[config.mk]
export PLATFORM = sky130hd
export DESIGN_NAME = udma_ext_per_rx_packer
export DESIGN_NICKNAME = d
export VERILOG_FILES = /design/src/rtl/udma_ext_per_rx_packer.sv
export SDC_FILE = /design/constraint.sdc
export NUM_CORES = 1
export LEC_CHECK = 0
export CORE_MARGIN = 3
export CORE_UTILIZATION = 56
export CTS_BUF_LIST = sky130_fd_sc_hd__clkbuf_4
export DETAILED_ROUTE_END_ITERATION = 10
export DONT_BUFFER_PORTS = 1
export PLACE_DENSITY = 0.71
export SYNTH_ARGS = -nofsm -noshare
export SYNTH_HDL_FRONTEND = slang
export SYNTH_SLANG_ARGS = --single-unit
[constraint.sdc]
create_clock -name clk_i -period 3.1 [get_ports clk_i]
set_input_delay 0.93 -clock clk_i [delete_from_list [all_inputs] [get_ports clk_i]]
set_output_delay 0.93 -clock clk_i [all_outputs]
set_load 0.02 [all_outputs]
[src/rtl/udma_ext_per_rx_packer.sv]
// Receive-side byte packer for the external-peripheral uDMA channel.
// Bytes are packed little-endian into 1/2/4-byte words and handed to the uDMA through a one-entry output register.
module udma_ext_per_rx_packer #(
  parameter int DATA_WIDTH = 32,
  parameter int CNT_WIDTH  = 16
) (
  input  logic                  clk_i,
  input  logic                  rstn_i,
  input  logic                  cfg_en_i,
  input  logic [1:0]            cfg_datasize_i,
  input  logic                  cfg_clr_i,
  input  logic                  flush_i,
  input  logic [7:0]            in_data_i,
  input  logic                  in_valid_i,
  output logic                  in_ready_o,
  output logic [DATA_WIDTH-1:0] data_rx_o,
  output logic [1:0]            data_rx_datasize_o,
  output logic                  data_rx_valid_o,
  input  logic                  data_rx_ready_i,
  output logic [CNT_WIDTH-1:0]  bytes_rcvd_o,
  output logic                  busy_o
);

  // Pack buffer: r_rdy marks a complete (or flushed) word waiting for the output register.
  logic [DATA_WIDTH-1:0] r_buf;
  logic [1:0]            r_idx;
  logic [1:0]            r_ds;
  logic                  r_rdy;

  logic [DATA_WIDTH-1:0] r_out_data;
  logic [1:0]            r_out_ds;
  logic                  r_out_vld;
  logic [CNT_WIDTH-1:0]  r_cnt;

  logic                  w_out_free;
  logic                  w_xfer;
  logic                  w_acc;
  logic [1:0]            w_bidx;
  logic [DATA_WIDTH-1:0] w_bbuf;
  logic [1:0]            w_ds_cur;
  logic [DATA_WIDTH-1:0] w_nbuf;
  logic [1:0]            w_nidx;
  logic                  w_done;
  logic                  w_rdy_nxt;

  function automatic logic [1:0] last_idx(input logic [1:0] ds);
    case (ds)
      2'b00:   last_idx = 2'd0;
      2'b01:   last_idx = 2'd1;
      default: last_idx = 2'd3;
    endcase
  endfunction

  always_comb begin
    w_out_free = !r_out_vld || data_rx_ready_i;
    w_xfer     = r_rdy && w_out_free;

    if (cfg_clr_i)
      in_ready_o = 1'b0;
    else if (!cfg_en_i)
      in_ready_o = 1'b1;
    else
      in_ready_o = !(r_rdy && !w_out_free);

    w_acc = in_valid_i && in_ready_o && cfg_en_i;

    // A transferring word vacates the buffer, so a byte this cycle lands at lane 0.
    w_bidx   = w_xfer ? 2'd0 : r_idx;
    w_bbuf   = w_xfer ? '0 : r_buf;
    w_ds_cur = (w_bidx == 2'd0) ? cfg_datasize_i : r_ds;

    w_nbuf = w_bbuf;
    if (w_acc)
      w_nbuf[{w_bidx, 3'b000} +: 8] = in_data_i;

    w_nidx    = w_bidx + {1'b0, w_acc};
    w_done    = w_acc && (w_bidx == last_idx(w_ds_cur));
    w_rdy_nxt = w_done || (flush_i && ((w_bidx != 2'd0) || w_acc));
  end

  always_ff @(posedge clk_i or negedge rstn_i) begin
    if (!rstn_i) begin
      r_buf      <= '0;
      r_idx      <= 2'd0;
      r_ds       <= 2'd0;
      r_rdy      <= 1'b0;
      r_out_data <= '0;
      r_out_ds   <= 2'd0;
      r_out_vld  <= 1'b0;
      r_cnt      <= '0;
    end else if (cfg_clr_i) begin
      r_buf      <= '0;
      r_idx      <= 2'd0;
      r_ds       <= 2'd0;
      r_rdy      <= 1'b0;
      r_out_data <= '0;
      r_out_ds   <= 2'd0;
      r_out_vld  <= 1'b0;
      r_cnt      <= '0;
    end else begin
      if (w_xfer) begin
        r_out_data <= r_buf;
        r_out_ds   <= r_ds;
        r_out_vld  <= 1'b1;
      end else if (data_rx_ready_i) begin
        r_out_vld  <= 1'b0;
      end

      // A stalled complete word holds the buffer untouched.
      if (w_xfer || !r_rdy) begin
        r_buf <= w_nbuf;
        r_idx <= w_nidx;
        r_ds  <= w_ds_cur;
        r_rdy <= w_rdy_nxt;
      end

      if (w_acc)
        r_cnt <= r_cnt + CNT_WIDTH'(1);
    end
  end

  assign data_rx_o          = r_out_data;
  assign data_rx_datasize_o = r_out_ds;
  assign data_rx_valid_o    = r_out_vld;
  assign bytes_rcvd_o       = r_cnt;
  assign busy_o             = r_rdy || (r_idx != 2'd0) || r_out_vld;

endmodule

==> reports/qor.yml <==
die:
  fp.dieArea_um2: 7790
  die_w_um: 88.3
  rows: 29
  fp.dieH_um: 88.3
  initial_core_util_pct: 58.7
  io_pins: 70
  core_um2: 6460
synth:
  syn_area_per_cell_um2: 10.4
  ys_seq_area_share_pct: 58.1
  synth_top_flop_cell: "dfrtp_1"
  syn_nets: 388
  synth.cell_area_um2: 3790
  synth.distinct_cells: 39
  ys_seq_elements: 88
  yosys.area.top_type: "dfrtp_1"
  ys_top_cells_by_area: "dfrtp_1, nand2_1, a22o_1, a21oi_1, ha_1"
  synth-edff-count: 0
  syn_inst: 366
  synthArstFlopShare_pct: 100
  ys_warn_count: 0
  synth.top_cell.area_share_pct: 58.1
place:
  gp_congestion: 0.884
  placed_area_um2: 3840
  hpwl_um: 5430
  portBuffers: 0
  dp.cells: 430
setup_path:
  cp-start-kind: "flop"
  critical_path_class: "reg -> reg"
  cp_slowest_cell: "dfrtp_1"
  max_stage_delay_ns: 0.56
  cp_top_family: "compound AO/OA/AOI/OAI gates"
  arrival_ns: 3.08
  worstPathMaxFanout: 10
  critPathCaptureType: "flop"
  critPathBufInv: 1
  path_cells: "inv_1 > o21ai_0 > ha_1 > mux2_2 > a2111o_1 > o311a_1 > o22ai_1"
  cp_data_required_time_ns: 3.46
clock_network:
  cts.sinks: 88
  cts_setup_buffers: 0
  cts_resized: 0
  root_buffer: "clkbuf_4"
  tritoncts.num_buffers: 9
  cts_hold_buffers: 0
  htree_levels: 3
  clk_pin_slew_ns: 0.14
  tritoncts: "done"
  clkLatencyLatePin_ns: 0.44
  clk_path_buf_depth: 2
route:
  drc: 0
  routedWlPerCell_um: 18.3
  dr_total_vias: 2725
  wl_met3_um: 430
  drt_pass1_iterations: 5
  wl_met2_um: 3770
  drtAntennaViolNets: 0
  routed.top_layer: "met4"
  drt-initial-drc-count: 114
  wl_met1_um: 3820
  wirelength_um: 8130
  vias_per_cell: 6.12
global_route:
  antenna_found_initial: 0
  grt_pass1_vias: 2596
  grt_usage_pct: 22.3
  grt-ovfl-total: 0
  grt_max_degree: 89
  grt_pass1_wl_um: 13300
sta:
  max-slew-margin-rel_pct: 54.5
  drv_slew: 0
  period_share_pct: 87.7
  timing.final.crit_period_ns: 2.72
  worst_pin_slew_ns: 0.682
  grt_setup_unrepaired: "no"
  finalSetupTns_ns: 0
  hold_violations: 0
  skew_ns: 0.0221
  setup_viol: 0
  fmax_mhz: 368
final_layout:
  final_nets: 386
  areaGrowthSynthToFinish_pct: 4.19
  finalNonFillerCells: 445
  layout-drive-gt1-share_pct: 7.07
  final_area_um2: 3950
  n_antenna_cell: 0
run:
  max_cap_violations: 0
power:
  p_per_area_nw_per_um2: 457
  peakVddDrop_v: 0.000261
  p_leak_nw: 1.74
outcome:
  status: "completed"
min_path:
  hold_class: "in -> async"
[through the flow]
step | total power [W] | utilization (%) | setup slack [ns] | hold WS [ns]
global route | 0.00188 | 61.1 | 0.250 | 0.128
global placement | 0.00128 | 59.5 | 0.264 | 0.486
CTS | 0.00182 | 61.1 | 0.412 | 0.144
detailed placement | 0.00129 | 59.5 | 0.128 | 0.486
floorplan | 0.00127 | - | 0.316 | 0.466
finish | 0.00180 | 61.1 | 0.380 | 0.164
[worst paths after layout]
kind	from	endpoint	slack, ns	cells after the start
worst min-delay path	rstn_i	data_rx_o[18]	0.16	0
min in group clk_i	r_buf[4]	r_buf[4]	0.52	1
worst max-delay path	r_rdy	r_rdy	0.38	7
worst max register to register	r_rdy	r_rdy	0.38	7
max in group asynchronous	rstn_i	data_rx_o[0]	2.78	0
worst min register to register	r_buf[4]	r_buf[4]	0.52	1
[area by class of cell]
| cell class | count | area (um^2) |
|---|---|---|
| fillers | 573 | 2510 |
| flip-flops and latches | 88 | 2200 |
| multi-input cells | 248 | 1450 |
| well taps | 77 | 96.3 |
| clock buffers | 9 | 67.6 |
| repair buffers | 8 | 60.1 |
| clock inverters | 6 | 36.3 |
| inverters | 9 | 33.8 |
[registers in the layout (all words and copies together) (netlist names)]
| register | flops |
|---|---|
| data_rx_o | 32 |
| r_buf | 32 |
| bytes_rcvd_o | 16 |
| data_rx_datasize_o | 2 |
| r_ds | 2 |
| r_idx | 2 |
| data_rx_valid_o | 1 |
| r_rdy | 1 |
[routing by layer]
metal	up-vias	GRT usage, %
met5	-	0
met2	71	34.1
met3	9	4.38
met1	1356	31.0
li1	1289	-
met4	0	10.0
[synth_stat cells, types with 2 or more instances]
| library cell | count |
|---|---|
| a211oi_1 | 3 |
| a21oi_1 | 51 |
| a22o_1 | 32 |
| and3_1 | 2 |
| buf_2 | 2 |
| buf_6 | 3 |
| clkbuf_1 | 16 |
| dfrtp_1 | 88 |
| ha_1 | 5 |
| inv_1 | 9 |
| mux2i_1 | 2 |
| nand2_1 | 82 |
| nand3_1 | 6 |
| nand4_1 | 3 |
| nor2_1 | 14 |
| nor3_1 | 2 |
| nor4_1 | 3 |
| o21ai_0 | 5 |
| o31ai_1 | 6 |
| or3_1 | 2 |
| or4_1 | 7 |
| xnor2_1 | 5 |
| xor2_1 | 2 |
[where the power goes]
| part | switching [W] | internal, W |
|---|---|---|
| sequential | 0.0000161 | 0.00116 |
| clock | 0.000383 | 0.000157 |
| combinational | 0.0000564 | 0.0000317 |
| total | 0.000455 | 0.00135 |
[logic make-up after synthesis]
kind of cell | Yosys count | share of synthesized area (%)
AOI/OAI and AO/OA | 103 | 18.1
xor gates and xnor gates | 7 | 1.62
adders and majority gates | 5 | 1.65
buffers and inverters | 30 | 3.63
DFF | 88 | 58.1
muxes | 3 | 0.826
and+or+nand+nor | 130 | 16.1
[cells in the final DEF, fill, tap and decap left out, types with 6 or more instances in the layout]
master / synthesis / routed
dfrtp_1: 88 / 88
nand2_1: 82 / 82
a21oi_1: 51 / 51
a22o_1: 32 / 32
nor2_1: 14 / 13
inv_1: 9 / 9
clkbuf_4: 0 / 9
buf_4: 0 / 8
or4_1: 7 / 7
nand3_1: 6 / 6
o31ai_1: 6 / 6
[worst reg2reg max path, delay by kind of cell, from the launching register on]
family                   cells  cell delay (ns)
AO/OA/AOI/OAI                4             1.18
flip-flops                   1             0.56
multiplexers                 1             0.40
adder cells (fa/ha/maj)      1             0.35
buffers and inverters        1             0.16
Power figures use the tool's default switching activity.
